===== config.mk =====
export PLATFORM = sky130hd
export DESIGN_NAME = hazard_ctrl
export DESIGN_NICKNAME = d
export VERILOG_FILES = /design/src/rtl/hazard_ctrl.sv
export SDC_FILE = /design/constraint.sdc
export NUM_CORES = 1
export LEC_CHECK = 0
export CAP_MARGIN = 20
export CORE_UTILIZATION = 60
export DETAILED_ROUTE_END_ITERATION = 10
export DONT_BUFFER_PORTS = 1
export PLACE_DENSITY_LB_ADDON = 0.3
export SYNTH_ARGS = -nofsm -noshare
export SYNTH_HDL_FRONTEND = slang
export SYNTH_SLANG_ARGS = --single-unit

===== constraint.sdc =====
create_clock -name clk_50MHz -period 2.3 [get_ports clk_50MHz]
set_clock_uncertainty 0.05 [all_clocks]
set_input_delay 0.345 -clock clk_50MHz [delete_from_list [all_inputs] [get_ports clk_50MHz]]
set_output_delay 0.345 -clock clk_50MHz [all_outputs]
set_load 0.01 [all_outputs]

===== src/rtl/hazard_ctrl.sv =====
// Pipeline hazard controller: drives per-stage PAUSE/FLUSH for load-use,
// taken-jump and instruction-SRAM structural hazards, plus a stall counter.
module hazard_ctrl #(
   parameter int unsigned MEM_WAIT  = 1,
   parameter logic [15:0] DATA_BASE = 16'h8000
) (
   input  logic        clk_50MHz,
   input  logic        rst,
   input  logic [3:0]  id_SRC_A_ADDR,
   input  logic        id_SRC_A_USE,
   input  logic [3:0]  id_SRC_B_ADDR,
   input  logic        id_SRC_B_USE,
   input  logic        ie_RAM_en,
   input  logic        ie_RAM_op,
   input  logic [3:0]  ie_DEST_ADDR,
   input  logic        ie_DEST_EN,
   input  logic        ie_JUMP_TAKEN,
   input  logic        em_RAM_en,
   input  logic [15:0] em_RAM_ADDR,
   output logic        pc_PAUSE,
   output logic        ii_PAUSE,
   output logic        ie_PAUSE,
   output logic        em_PAUSE,
   output logic        ii_FLUSH,
   output logic        ie_FLUSH,
   output logic        stall_busy,
   output logic [15:0] stall_cnt
);

   localparam logic [0:0] ST_RUN    = 1'b0;
   localparam logic [0:0] ST_STRUCT = 1'b1;
   localparam logic [3:0] MW        = 4'(MEM_WAIT);
   localparam logic [3:0] MW_M1     = MW - 4'd1;

   logic [0:0]  st_q, st_d;
   logic [3:0]  cnt_q, cnt_d;
   logic [15:0] stall_cnt_q, stall_cnt_d;

   logic lu, sc, freeze, rel;
   logic pc_p, ii_p, ie_p, em_p, ii_f, ie_f;

   assign lu = ie_RAM_en & ~ie_RAM_op & ie_DEST_EN &
               ((id_SRC_A_USE & (id_SRC_A_ADDR == ie_DEST_ADDR)) |
                (id_SRC_B_USE & (id_SRC_B_ADDR == ie_DEST_ADDR)));
   assign sc = em_RAM_en & (em_RAM_ADDR < DATA_BASE);

   always_comb begin
      st_d   = st_q;
      cnt_d  = cnt_q;
      freeze = 1'b0;
      rel    = 1'b0;
      pc_p   = 1'b0;
      ii_p   = 1'b0;
      ie_p   = 1'b0;
      em_p   = 1'b0;
      ii_f   = 1'b0;
      ie_f   = 1'b0;
      case (st_q)
         ST_RUN: begin
            if (sc && (MW != 4'd0)) begin
               freeze = 1'b1;
               cnt_d  = MW_M1;
               st_d   = ST_STRUCT;
            end else if (sc) begin
               rel = 1'b1;
            end else if (ie_JUMP_TAKEN) begin
               ii_f = 1'b1;
               ie_f = 1'b1;
            end else if (lu) begin
               pc_p = 1'b1;
               ii_p = 1'b1;
               ie_f = 1'b1;
            end
         end
         default: begin
            // Frozen pipeline: jump and load-use inputs are stale, so ignore them.
            if (cnt_q != 4'd0) begin
               freeze = 1'b1;
               cnt_d  = cnt_q - 4'd1;
            end else begin
               rel  = 1'b1;
               st_d = ST_RUN;
            end
         end
      endcase
      if (freeze) begin
         pc_p = 1'b1;
         ii_p = 1'b1;
         ie_p = 1'b1;
         em_p = 1'b1;
      end
      // Release: IF fetched nothing, so a bubble enters IF/ID unless redirected or held.
      if (rel) begin
         pc_p = 1'b1;
         ii_f = 1'b1;
         if (ie_JUMP_TAKEN) begin
            pc_p = 1'b0;
            ie_f = 1'b1;
         end else if (lu) begin
            ii_p = 1'b1;
            ii_f = 1'b0;
            ie_f = 1'b1;
         end
      end
   end

   assign pc_PAUSE   = rst & pc_p;
   assign ii_PAUSE   = rst & ii_p;
   assign ie_PAUSE   = rst & ie_p;
   assign em_PAUSE   = rst & em_p;
   assign ii_FLUSH   = rst & ii_f;
   assign ie_FLUSH   = rst & ie_f;
   assign stall_busy = rst & (st_q == ST_STRUCT);
   assign stall_cnt  = stall_cnt_q;

   always_comb begin
      stall_cnt_d = stall_cnt_q;
      if (pc_PAUSE && (stall_cnt_q != 16'hFFFF)) stall_cnt_d = stall_cnt_q + 16'd1;
   end

   always_ff @(posedge clk_50MHz or negedge rst) begin
      if (!rst) begin
         st_q        <= ST_RUN;
         cnt_q       <= 4'd0;
         stall_cnt_q <= 16'd0;
      end else begin
         st_q        <= st_d;
         cnt_q       <= cnt_d;
         stall_cnt_q <= stall_cnt_d;
      end
   end

endmodule

==> flow_metrics.py, run 1 <==
metrics = {
    "worst_setup_path": {
        "end_kind": "output port",
        "critPathCapture": "ii_FLUSH",
        "reg2reg_from": "stall_cnt[0]",
        "crit_fanout": 5,
        "path_cells": "inv_1, ha_4, nand4bb_4, or3_1, a21oi_2",
        "cp_data_required_time_ps": 1900,
        "critical_path_class": "flop to output port",
        "r2r_slack_ps": 190,
        "cp_slowest_cell": "dfrtp_1",
        "cp-startpoint": "cnt_q[0]",
        "ff2ff_path_depth": 7,
        "cp.arrival_ps": 1830,
        "critPathLaunchType": "flop",
        "rr_endpoint": "stall_cnt[1]",
        "slowest_delay_ps": 430,
    },
    "floorplan": {
        "die_y_microns": 49.3,
        "ios": 60,
        "die_x_microns": 49.3,
        "core_sq_mm": 0.00204,
        "num_rows": 16,
        "initial_core_util": 0.657,
        "dieArea_sq_mm": 0.00243,
    },
    "yosys": {
        "syn_avg_cell_area_sq_um": 10.3,
        "synth_top_area_cell": "dfrtp_1",
        "synth-seq-area-share": 0.391,
        "synth_warnings": 0,
        "synth_flop_cell": "dfrtp_1",
        "ys_ff_latch": 21,
        "ys_types": 43,
        "syn_inst": 130,
        "yosys-top-cells-area": "dfrtp_1 39%, xor2_1 11%, xnor2_1 3.3%, nor4_4 3.2%, nand2_1 3.1%",
        "netlist_area_sq_mm": 0.00134,
        "yosysTopAreaCellShare": 0.391,
        "syn-num-nets": 169,
        "synth-async-reset-ratio": 1.00,
        "synth_edf_count": 0,
    },
    "grt": {
        "gr-total-overflow": 0,
        "grt_usage": 0.242,
        "antenna_found_initial": 0,
        "grt_pass1_vias": 1033,
        "grt_max_degree": 22,
        "grt_pass1_wl_microns": 4460,
    },
    "drt": {
        "drt_drc_violations_left": 0,
        "totalWireLength_microns": 2830,
        "viasPerCell": 6.34,
        "vias": 1020,
        "dr.pass1.iters": 4,
        "wl_per_cell_microns": 17.5,
        "detail-route-antenna-nets": 0,
        "first_iter_violations": 13,
    },
    "cells_and_area": {
        "finalNetCount": 174,
        "final_common_cell": "dfrtp_1",
        "diodes": 0,
        "synthToLayoutAreaGrowth_pct": 8.85,
        "fin_util": 0.716,
        "drive_gt1_frac": 0.194,
        "layout_common_cells": "20 x dfrtp_1, 17 x xor2_1, 10 x nand2_1, 8 x nor2_1, 6 x nor3_1",
    },
    "worst_hold_path": {
        "hold_path_class": "input pin to flop",
        "hold_depth": 2,
    },
    "timing": {
        "maxSlewHeadroom": 0.356,
        "setup_viol_count_final": 0,
        "slew_violations": 0,
        "worst_pin_slew_ps": 963,
        "timing.final.crit_share": 0.968,
        "fmax_ghz": 0.449,
        "hold_viol_final": 0,
        "hold_ws_ps": 180,
        "post-route-min-period_ps": 2230,
    },
    "cts": {
        "clk_path_buf_depth": 2,
        "numCtsBuffers": 3,
        "clkSinkCount": 21,
        "clkLatencyLatePin_ps": 320,
        "clkTransAtPathRegs_ps": 120,
        "cts_tree": "built",
        "cts_root_buf": "clkbuf_4",
        "htreeDepth": 1,
    },
    "run": {
        "maxCapViolations": 0,
    },
    "power": {
        "peakVddDrop_mv": 0.586,
        "power_uw": 1440,
        "p_per_area_mw_per_mm2": 989,
        "p_leak_uw": 0.000641,
    },
    "placement": {
        "dpl.hpwl_microns": 1970,
        "gp_congestion": 0.707,
        "portBuffers": 0,
    },
    "run_status": {
        "status": "finished clean",
    },
}
-- flip-flops by register name (all words and copies together), names as in the netlist --
signal     cells
st_q           1
stall_cnt     16
cnt_q          4
-- synthesized netlist by cell type, drive strengths merged, types with 4 or more instances --
| library cell | n |
|---|---|
| xor2 | 17 |
| o21ai | 4 |
| dfrtp | 21 |
| nor3 | 8 |
| a21oi | 4 |
| nand2 | 12 |
| nand4 | 6 |
| nor2 | 10 |
| xnor2 | 5 |
| inv | 5 |
| nor4 | 7 |
-- how the worst min path moves through the flow --
stage | to | from | slack, ps
6_report | stall_cnt[10] | ie_JUMP_TAKEN | 180
4_1_cts | stall_cnt[10] | ie_JUMP_TAKEN | 170
3_5_place_dp | stall_cnt[8] | rst | 0.07
3_3_place_gp | cnt_q[2] | rst | -0.09
5_1_grt | stall_cnt[10] | ie_JUMP_TAKEN | 170
2_1_floorplan | cnt_q[0] | rst | -0.6
-- worst max-delay path: cells and delay by family, from the launching register on --
kind | cells | cell delay [ps]
fa+ha+maj | 1 | 180
buf+inv | 1 | 120
flops | 1 | 430
simple gates | 2 | 540
compound gates | 1 | 230
-- where the power goes --
part / internal [uW] / switching [uW] / leakage (uW) / total, uW
clock: 67.8 / 115 / 0.0000150 / 183
sequential: 463 / 184 / 0.000270 / 648
combinational: 264 / 350 / 0.000356 / 614
-- cell type report --
cell class                 instances  area (sq um)
inverter                           5          18.8
sequential                        21           527
timing repair buffer               2          21.3
clock buffer                       4          26.3
fill                             160           581
tap                               27          33.8
multi-input combinational        102           835
-- cell families after synthesis --
logic type | share of synthesized area
multiplexers | 0.00839
flip-flops | 0.391
AO/OA/AOI/OAI | 0.0755
buffers and inverters | 0.0280
AND/OR/NAND/NOR | 0.335
XOR/XNOR | 0.144
adder cells (fa/ha/maj) | 0.0186
-- repair_timing --
item | CTS | global route
pin swaps | 1 | 1
hold buffers | 1 | 0
endpoints found under the setup margin | 2 | 3
setup buffers | 0 | 0
resized for setup | 4 | 6
endpoints found under the hold margin | 21 | 0
-- routing by layer --
| layer | vias to the layer above | routed length (microns) | track usage |
|---|---|---|---|
| li1 | 470 | - | - |
| met1 | 501 | 1170 | 0.297 |
| met2 | 44 | 1430 | 0.409 |
| met3 | 5 | 180 | 0.0498 |
| met4 | 0 | 42 | 0.103 |
| met5 | - | 0 | 0 |
-- through the flow --
step | cell area (sq um) | TNS (ps) | instances | setup slack (ps)
2_1_floorplan | 1340 | 0 | 130 | 427
3_3_place_gp | 1360 | 0 | 155 | 83.9
3_5_place_dp | 1360 | 0 | 155 | 14.5
4_1_cts | 1410 | 0 | 160 | 4.26
5_1_grt | 1460 | -19.4 | 161 | -19.4
6_report | 1460 | 0 | 161 | 74.3
Power figures use the tool's default switching activity.
==> run 2: changes to the inputs <==
--- a/config.mk
+++ b/config.mk
@@ -10,6 +10,7 @@
 export DETAILED_ROUTE_END_ITERATION = 10
 export DONT_BUFFER_PORTS = 1
 export PLACE_DENSITY_LB_ADDON = 0.3
+export SLEW_MARGIN = 40
 export SYNTH_ARGS = -nofsm -noshare
 export SYNTH_HDL_FRONTEND = slang
 export SYNTH_SLANG_ARGS = --single-unit
==> flow_metrics.py, run 2 (synthesized netlist as in run 1, its figures left out) <==
metrics = {
    "run_status": {
        "status": "finished clean",
    },
    "floorplan": {
        "die_y_microns": 49.3,
        "dieArea_sq_mm": 0.00243,
        "die_x_microns": 49.3,
        "initial_core_util": 0.657,
        "core_sq_mm": 0.00204,
        "num_rows": 16,
        "ios": 60,
    },
    "cts": {
        "clkLatencyLatePin_ps": 310,
        "cts_root_buf": "clkbuf_4",
        "htreeDepth": 1,
        "clk_path_buf_depth": 2,
        "clkTransAtPathRegs_ps": 120,
        "cts_tree": "built",
        "cts_setup_buffers": 0,
        "clkSinkCount": 21,
        "numCtsBuffers": 3,
    },
    "drt": {
        "wl_per_cell_microns": 17.4,
        "met3_length_microns": 185,
        "first_iter_violations": 18,
        "viasPerCell": 6.36,
        "dr.pass1.iters": 4,
        "top_layer_used": "met4",
        "dr_wl_met2_microns": 1350,
        "drt_drc_violations_left": 0,
        "totalWireLength_microns": 2830,
        "met1_length_microns": 1220,
        "vias": 1030,
        "detail-route-antenna-nets": 0,
    },
    "placement": {
        "gp_congestion": 0.707,
        "portBuffers": 0,
        "pre_cts_ws_ps": 181,
        "dpl.hpwl_microns": 2030,
    },
    "worst_setup_path": {
        "slowest_delay_ps": 430,
        "ff2ff_path_depth": 7,
        "critical_path_class": "flop to output port",
        "cp_data_required_time_ps": 1900,
        "cp_slowest_cell": "dfrtp_1",
        "critPathLaunchType": "flop",
        "cp.arrival_ps": 1810,
        "path_cells": "inv_1, ha_4, nand4bb_4, or3_1, a21oi_2",
        "crit_fanout": 5,
        "end_kind": "output port",
    },
    "cells_and_area": {
        "final_common_cell": "dfrtp_1",
        "drive_gt1_frac": 0.193,
        "layout_common_cells": "21 x dfrtp_1, 17 x xor2_1, 10 x nand2_1, 9 x nor2_1, 6 x nor3_1",
        "finalNetCount": 175,
        "synthToLayoutAreaGrowth_pct": 9.23,
        "diodes": 0,
        "largest_reg_flops": 16,
    },
    "grt": {
        "grt_pass1_wl_microns": 4460,
        "gr-total-overflow": 0,
        "grt_pass1_vias": 986,
        "grt_max_degree": 22,
        "grt_usage": 0.242,
        "antenna_found_initial": 0,
    },
    "timing": {
        "setup_viol_count_final": 0,
        "hold_ws_ps": 169,
        "timing.final.crit_share": 0.957,
        "finalWorstSetupSlack_ps": 98.5,
        "slew_violations": 0,
        "fin_setup_tns_ps": 0,
        "maxSlewHeadroom": 0.609,
        "fmax_ghz": 0.454,
        "hold_viol_final": 0,
        "post-route-min-period_ps": 2200,
        "rsz0062_at_grt": "false",
        "worst_pin_slew_ps": 582,
    },
    "power": {
        "peakVddDrop_mv": 0.614,
        "p_leak_uw": 0.000662,
        "p_per_area_mw_per_mm2": 978,
        "power_uw": 1430,
    },
    "worst_hold_path": {
        "hold_path_class": "input pin to flop",
        "hold_depth": 2,
    },
    "run": {
        "maxCapViolations": 0,
    },
}
[run 2: worst max-delay path: cells and delay by family, from the launching register on]
family / cells / cell delay (ps)
AND/OR/NAND/NOR: 2 / 540
buffers and inverters: 1 / 120
adder cells (fa/ha/maj): 1 / 190
AO/OA/AOI/OAI: 1 / 220
flip-flops: 1 / 430
[run 2: power by group]
group	internal, uW	switching [uW]	total [uW]
Sequential	461	186	647
Clock	65.0	114	179
Combinational	263	346	608
[run 2: per-stage QoR]
| stage | instance area (sq um) | utilization | instances |
|---|---|---|---|
| after global routing | 1470 | 0.718 | 162 |
| after CTS | 1410 | 0.692 | 161 |
| final | 1470 | 0.718 | 162 |
| after global placement | 1360 | 0.665 | 155 |
| after detailed placement | 1370 | 0.669 | 156 |
| after floorplan | 1340 | - | 130 |
[run 2: path summary, 6_finish.rpt]
| kind | slack (ps) | from | end |
|---|---|---|---|
| max in group asynchronous | 1420 | rst | stall_cnt[2] |
| hold / removal | 170 | ie_JUMP_TAKEN | stall_cnt[10] |
| setup reg to reg | 220 | stall_cnt[0] | stall_cnt[9] |
| setup / recovery | 100 | cnt_q[0] | ii_FLUSH |
| min in group asynchronous | 460 | rst | stall_cnt[7] |
| hold reg to reg | 490 | cnt_q[0] | cnt_q[0] |
[run 2: final cells by class]
class / instances / area (sq um)
clock buffers: 3 / 22.5
clock inverters: 1 / 5.00
fillers: 157 / 576
inverters: 5 / 18.8
multi-input cells: 102 / 838
flip-flops and latches: 21 / 526
well taps: 27 / 33.8
repair buffers: 3 / 22.5
[run 2: per-layer routing]
layer / GRT usage / up-vias
li1: - / 477
met1: 0.304 / 497
met2: 0.400 / 47
met3: 0.0592 / 9
met4: 0.0882 / 0
met5: 0 / -
[run 2: what timing repair did]
action | CTS | global route
pin swaps | 0 | 1
resized for setup | 2 | 7
hold buffers | 1 | 1
hold endpoints to repair | 21 | 21
endpoints found under the setup margin | 2 | 4
